**src/rtl/aes_pkg.sv**
```systemverilog
// Shared AES definitions: round/word geometry, Rcon seed, GF(2^8) xtime
// and the key-schedule FSM state type.
package aes_pkg;

    localparam int NR      = 10;
    localparam int NB      = 4;
    localparam int WORD_W  = 32;
    localparam int STATE_W = NB * WORD_W;

    localparam logic [7:0] RCON_INIT = 8'h01;

    typedef enum logic [1:0] {
        ST_IDLE   = 2'd0,
        ST_EXPAND = 2'd1,
        ST_DONE   = 2'd2
    } ks_state_t;

    // Multiply by x in GF(2^8) modulo x^8 + x^4 + x^3 + x + 1.
    function automatic logic [7:0] xtime(input logic [7:0] b);
        return {b[6:0], 1'b0} ^ (b[7] ? 8'h1b : 8'h00);
    endfunction

endpackage

```
**src/rtl/aes_sbox.sv**
```systemverilog
// Combinational AES forward S-box, shared by SubBytes and the key schedule.
module aes_sbox (
    input  logic [7:0] value,
    output logic [7:0] substituted
);

    localparam logic [7:0] SBOX [256] = '{
        8'h63, 8'h7c, 8'h77, 8'h7b, 8'hf2, 8'h6b, 8'h6f, 8'hc5, 8'h30, 8'h01, 8'h67, 8'h2b, 8'hfe, 8'hd7, 8'hab, 8'h76,
        8'hca, 8'h82, 8'hc9, 8'h7d, 8'hfa, 8'h59, 8'h47, 8'hf0, 8'had, 8'hd4, 8'ha2, 8'haf, 8'h9c, 8'ha4, 8'h72, 8'hc0,
        8'hb7, 8'hfd, 8'h93, 8'h26, 8'h36, 8'h3f, 8'hf7, 8'hcc, 8'h34, 8'ha5, 8'he5, 8'hf1, 8'h71, 8'hd8, 8'h31, 8'h15,
        8'h04, 8'hc7, 8'h23, 8'hc3, 8'h18, 8'h96, 8'h05, 8'h9a, 8'h07, 8'h12, 8'h80, 8'he2, 8'heb, 8'h27, 8'hb2, 8'h75,
        8'h09, 8'h83, 8'h2c, 8'h1a, 8'h1b, 8'h6e, 8'h5a, 8'ha0, 8'h52, 8'h3b, 8'hd6, 8'hb3, 8'h29, 8'he3, 8'h2f, 8'h84,
        8'h53, 8'hd1, 8'h00, 8'hed, 8'h20, 8'hfc, 8'hb1, 8'h5b, 8'h6a, 8'hcb, 8'hbe, 8'h39, 8'h4a, 8'h4c, 8'h58, 8'hcf,
        8'hd0, 8'hef, 8'haa, 8'hfb, 8'h43, 8'h4d, 8'h33, 8'h85, 8'h45, 8'hf9, 8'h02, 8'h7f, 8'h50, 8'h3c, 8'h9f, 8'ha8,
        8'h51, 8'ha3, 8'h40, 8'h8f, 8'h92, 8'h9d, 8'h38, 8'hf5, 8'hbc, 8'hb6, 8'hda, 8'h21, 8'h10, 8'hff, 8'hf3, 8'hd2,
        8'hcd, 8'h0c, 8'h13, 8'hec, 8'h5f, 8'h97, 8'h44, 8'h17, 8'hc4, 8'ha7, 8'h7e, 8'h3d, 8'h64, 8'h5d, 8'h19, 8'h73,
        8'h60, 8'h81, 8'h4f, 8'hdc, 8'h22, 8'h2a, 8'h90, 8'h88, 8'h46, 8'hee, 8'hb8, 8'h14, 8'hde, 8'h5e, 8'h0b, 8'hdb,
        8'he0, 8'h32, 8'h3a, 8'h0a, 8'h49, 8'h06, 8'h24, 8'h5c, 8'hc2, 8'hd3, 8'hac, 8'h62, 8'h91, 8'h95, 8'he4, 8'h79,
        8'he7, 8'hc8, 8'h37, 8'h6d, 8'h8d, 8'hd5, 8'h4e, 8'ha9, 8'h6c, 8'h56, 8'hf4, 8'hea, 8'h65, 8'h7a, 8'hae, 8'h08,
        8'hba, 8'h78, 8'h25, 8'h2e, 8'h1c, 8'ha6, 8'hb4, 8'hc6, 8'he8, 8'hdd, 8'h74, 8'h1f, 8'h4b, 8'hbd, 8'h8b, 8'h8a,
        8'h70, 8'h3e, 8'hb5, 8'h66, 8'h48, 8'h03, 8'hf6, 8'h0e, 8'h61, 8'h35, 8'h57, 8'hb9, 8'h86, 8'hc1, 8'h1d, 8'h9e,
        8'he1, 8'hf8, 8'h98, 8'h11, 8'h69, 8'hd9, 8'h8e, 8'h94, 8'h9b, 8'h1e, 8'h87, 8'he9, 8'hce, 8'h55, 8'h28, 8'hdf,
        8'h8c, 8'ha1, 8'h89, 8'h0d, 8'hbf, 8'he6, 8'h42, 8'h68, 8'h41, 8'h99, 8'h2d, 8'h0f, 8'hb0, 8'h54, 8'hbb, 8'h16
    };

    assign substituted = SBOX[value];

endmodule

```
**src/rtl/aes_key_schedule.sv**
```systemverilog
// Iterative AES-128 key expansion: one round key per clock into an 11-entry
// register file, read back through a registered port.
module aes_key_schedule
    import aes_pkg::*;
#(
    parameter int NR       = aes_pkg::NR,
    parameter int RK_IDX_W = 4
) (
    input  logic                clk,
    input  logic                rst_n,
    input  logic                key_valid,
    output logic                key_ready,
    input  logic [127:0]        key_in,
    output logic                busy,
    output logic                done,
    output logic                keys_valid,
    input  logic                rk_rd_en,
    input  logic [RK_IDX_W-1:0] rk_rd_idx,
    output logic [127:0]        rk_rd_data,
    output logic                rk_rd_valid
);

    generate
        if (NR != 10) begin : g_bad_nr
            $error("aes_key_schedule supports only NR = 10 (AES-128)");
        end
    endgenerate

    localparam logic [RK_IDX_W-1:0] LAST_IDX = RK_IDX_W'(NR);

    ks_state_t           state;
    logic [WORD_W-1:0]   w0, w1, w2, w3;
    logic [7:0]          rcon;
    logic [RK_IDX_W-1:0] round;
    logic [STATE_W-1:0]  rk_file [0:NR];

    logic [WORD_W-1:0]   rot_w, sub_w, t;
    logic [WORD_W-1:0]   n0, n1, n2, n3;
    logic                accept;

    assign rot_w = {w3[23:0], w3[31:24]};

    for (genvar b = 0; b < NB; b++) begin : g_sbox
        aes_sbox u_sbox (
            .value       (rot_w[8*b +: 8]),
            .substituted (sub_w[8*b +: 8])
        );
    end

    assign t  = sub_w ^ {rcon, 24'h0};
    assign n0 = w0 ^ t;
    assign n1 = w1 ^ n0;
    assign n2 = w2 ^ n1;
    assign n3 = w3 ^ n2;

    // key_ready is registered and only high in IDLE/DONE, so it alone qualifies the handshake.
    assign accept = key_valid && key_ready;

    always_ff @(posedge clk or negedge rst_n) begin
        if (!rst_n) begin
            state      <= ST_IDLE;
            key_ready  <= 1'b1;
            busy       <= 1'b0;
            done       <= 1'b0;
            keys_valid <= 1'b0;
            rcon       <= RCON_INIT;
            round      <= '0;
            w0         <= '0;
            w1         <= '0;
            w2         <= '0;
            w3         <= '0;
        end else begin
            done <= 1'b0;
            unique case (state)
                ST_IDLE, ST_DONE: begin
                    if (accept) begin
                        {w0, w1, w2, w3} <= key_in;
                        round      <= RK_IDX_W'(1);
                        rcon       <= RCON_INIT;
                        keys_valid <= 1'b0;
                        key_ready  <= 1'b0;
                        busy       <= 1'b1;
                        state      <= ST_EXPAND;
                    end
                end
                ST_EXPAND: begin
                    {w0, w1, w2, w3} <= {n0, n1, n2, n3};
                    rcon  <= xtime(rcon);
                    round <= round + 1'b1;
                    if (round == LAST_IDX) begin
                        state      <= ST_DONE;
                        key_ready  <= 1'b1;
                        busy       <= 1'b0;
                        done       <= 1'b1;
                        keys_valid <= 1'b1;
                    end
                end
                default: state <= ST_IDLE;
            endcase
        end
    end

    // Storage only; keys_valid qualifies the contents, so no reset is needed here.
    always_ff @(posedge clk) begin
        if (accept && (state != ST_EXPAND)) begin
            rk_file[0] <= key_in;
        end else if (state == ST_EXPAND) begin
            rk_file[round] <= {n0, n1, n2, n3};
        end
    end

    always_ff @(posedge clk or negedge rst_n) begin
        if (!rst_n) begin
            rk_rd_valid <= 1'b0;
            rk_rd_data  <= '0;
        end else begin
            rk_rd_valid <= rk_rd_en;
            if (rk_rd_en) begin
                rk_rd_data <= (rk_rd_idx <= LAST_IDX) ? rk_file[rk_rd_idx] : '0;
            end
        end
    end

endmodule

```
**config.mk**
```make
export PLATFORM = sky130hd
export DESIGN_NAME = aes_key_schedule
export DESIGN_NICKNAME = d
export VERILOG_FILES = /design/src/rtl/aes_pkg.sv /design/src/rtl/aes_sbox.sv /design/src/rtl/aes_key_schedule.sv
export SDC_FILE = /design/constraint.sdc
export NUM_CORES = 2
export LEC_CHECK = 0
export ABC_AREA = 1
export ABC_CLOCK_PERIOD_IN_PS = 14750
export BUFFER_PORTS_ARGS = -buffer_cell sky130_fd_sc_hd__buf_2
export CORE_MARGIN = 8
export CORE_UTILIZATION = 60
export DETAILED_ROUTE_END_ITERATION = 12
export PLACE_DENSITY = 0.76
export REMOVE_ABC_BUFFERS = 1
export SLEW_MARGIN = 10
export SYNTH_ARGS = -nofsm -noshare
export SYNTH_HDL_FRONTEND = slang
export SYNTH_HIERARCHICAL = 1
export SYNTH_SLANG_ARGS = --single-unit
```
**constraint.sdc**
```tcl
create_clock -name clk -period 14.75 [get_ports clk]
set_clock_uncertainty 0.1 [all_clocks]
set_input_delay 4.425 -clock clk [delete_from_list [all_inputs] [get_ports clk]]
set_output_delay 4.425 -clock clk [all_outputs]
set_load 0.01 [all_outputs]
```
==> flow_metrics.tcl <==
set metrics [dict create \
    status "finished clean" \
    cts-root-buf "clkbuf_16" \
    hold_depth 2 \
    cp_max_fo 106 \
    cp_data_arrival_time_ps 8110 \
    synth_commonest_cells "1770 x nand2_1, 1408 x edfxtp_1, 1139 x nand3_1, 681 x nor2_1, 502 x o21ai_0" \
    ctsLongestPathBuffers 3 \
    io_pins 269 \
    max_freq_mhz 133 \
    power_density_nw_per_um2 263 \
    synth.area.top_cells "edfxtp_1 52%, dfrtp_1 8.4%, nand2_1 8.2%" \
    numCtsBuffers 165 \
    cts_tree "done" \
    regToRegSetupSlack_ps 8920 \
    routed_wl_mm 274 \
    fp.dieW_um 383 \
    vias 66800 \
    viasPerCell 6.51 \
    dr.pass1.iters 6 \
    yosysWarnings 6 \
    dp_slack_ps 6660 \
    clk_latency_ps 810 \
    cts_max_level 4 \
    crit_required_ps 15370 \
    place_hpwl_mm 156 \
    design_area_um2 88300 \
    netlist_area_um2 80900 \
    clk_pin_slew_ps 60 \
    start_util 0.606 \
    post-route-util 0.661 \
    min_path_type "flop to flop" \
    relSlewSlack 0.116 \
    post-cts-setup-buffers 0 \
    post_route_cells_drive_above_1_share 0.112 \
    synthAdderAreaFrac 0.00958 \
    rsz0062_at_grt "false" \
    synth.ff_latch_count 1683 \
    synth_cells 8362 \
    fin_crit_ps 7500 \
    synth_top_family_by_area "simple AND/OR/NAND/NOR gates" \
    ys_types 38 \
    grt_max_degree 189 \
    synth_compound_area_frac 0.112 \
    cts_resized 0 \
    finalCritPeriodShare 0.508 \
    cts_hold_buf 0 \
    hold_violations 0 \
    grt.total_usage 0.361 \
    port_buffers 268 \
    reg2reg_depth 17 \
    nets 8539 \
    grt_pass1_vias 63700 \
    synthToLayoutAreaGrowth_pct 9.05 \
    postRouteAntennaNets 0 \
    finalMaxSlewViolations 0 \
    place_area_um2 82800 \
    die_area_um2 147000 \
    grt_pass1_wl_mm 403 \
    max_cap_viol_count 0 \
    die_h_um 383 \
    ys.flop_type "edfxtp_1" \
    core_area_um2 134000 \
    synth_xor_area_frac 0.00260 \
    gp_congestion 1.01 \
    muxShareOfSynthArea 0 \
    total_power_mw 23.2 \
    antenna_found_initial 5 \
    worstSetupPathType "primary input to flop" \
    worstMarginPinSlew_ps 1320 \
    synth_edf_count 1408 \
    cp-end-kind "flop" \
    overflow 0 \
    rows 134 \
    yosysTopAreaCell "edfxtp_1" \
    cts_sinks 1683 \
    ir_worst_vdd_uv 309 \
    synthDominantCellAreaShare 0.522 \
    worst_slack_ps 7250 \
    static-leakage-power_nw 34.3 \
    async_reset_ff_frac 0.163 \
    routedWlPerCell_um 26.7 \
    yosysMostFrequentCell "nand2_1" \
    synth_simple_gate_area_frac 0.212 \
    synth.avg_cell_area_um2 9.68 \
    first_iter_violations 9005 \
    ys_seq_area_frac 0.607 \
    setup_viol 0 \
    drcViolationCount 0 \
    critPathLaunchType "primary input" \
]
-- report_power, final --
group / internal, mW / switching, mW
Clock: 2.32 / 1.84
Sequential: 8.12 / 0.423
Combinational: 2.41 / 8.13
Total: 12.8 / 10.4
-- registers in the layout, indices dropped and copies added, names as in the netlist --
name	flops
w1	32
rcon	8
done	1
key_ready	1
w2	32
keys_valid	1
w3	32
busy	1
rk_rd_valid	1
round	4
rk_rd_data	128
state	2
rk_file	1408
w0	32
-- routing by layer --
layer,up-vias,global-route usage,routed length [um]
met5,-,0,25
met4,4,0.157,11900
met3,737,0.0566,31200
met2,4607,0.560,125000
met1,32300,0.509,106000
li1,29100,-,-
-- stage by stage --
step                      setup TNS (ps)  instances  hold slack (ps)
final                                  0      10300              385
after detailed placement               0       9942              375
after global routing                   0      10300              400
after global placement                 0       9942              364
after CTS                              0      10300              382
after floorplan                   -99450       7797              370
-- cell type report --
type	count	area (um^2)
fill	10400	45400
clock buffer	229	4660
inverter	455	1770
clock inverter	83	766
antenna	3	7.51
timing repair buffer	377	2350
sequential	1683	49200
multi-input combinational	5659	27300
tap	1768	2210
-- logic make-up after synthesis --
logic type                 after synthesis
AOI/OAI and AO/OA                     1640
and+or+nand+nor                       3933
xor gates and xnor gates                24
adders and majority gates               62
DFF                                   1683
buffers and inverters                 1020
-- worst max-delay path, cell delays in order --
cell and delay (ps):
buf_8 360, buf_4 610, buf_4 780, buf_4 930
o21ai_0 240, o22ai_1 240, nand2_1 90, nand3_1 110
nand2_1 70, o21ai_1 100
-- worst paths after layout --
kind | start | endpoint
worst min register to register | key_ready$_DFFE_PN1P_ | key_ready$_DFFE_PN1P_
min in group asynchronous | rst_n | w2[29]$_DFFE_PN0P_
max in group asynchronous | rst_n | w0[8]$_DFFE_PN0P_
worst min-delay path | key_ready$_DFFE_PN1P_ | key_ready$_DFFE_PN1P_
worst max register to register | w3[3]$_DFFE_PN0P_ | rk_file[7][41]$_DFFE_PP_
worst max-delay path | rk_rd_idx[0] | rk_rd_data[93]$_DFFE_PN0P_
-- placed cells by master (no fill, tap or decap), drive strengths merged, types with 4 or more instances in the layout --
| cell type | Yosys | layout |
|---|---|---|
| dfrtp | 273 | 273 |
| o21ai | 817 | 817 |
| bufinv | 0 | 5 |
| edfxtp | 1408 | 1408 |
| or2 | 164 | 164 |
| o22ai | 264 | 264 |
| xor2 | 24 | 24 |
| inv | 454 | 461 |
| buf | 342 | 377 |
| o211ai | 152 | 152 |
| a31oi | 44 | 44 |
| ha | 62 | 62 |
| a21oi | 352 | 352 |
| clkinvlp | 0 | 4 |
| nand4 | 40 | 40 |
| nand2 | 1822 | 1822 |
| nand3 | 1155 | 1155 |
| clkinv | 1 | 68 |
| and2 | 32 | 32 |
| nor2 | 714 | 714 |
| nor3 | 4 | 4 |
| clkbuf | 223 | 229 |
| o21a | 10 | 10 |
Power figures use the tool's default switching activity.
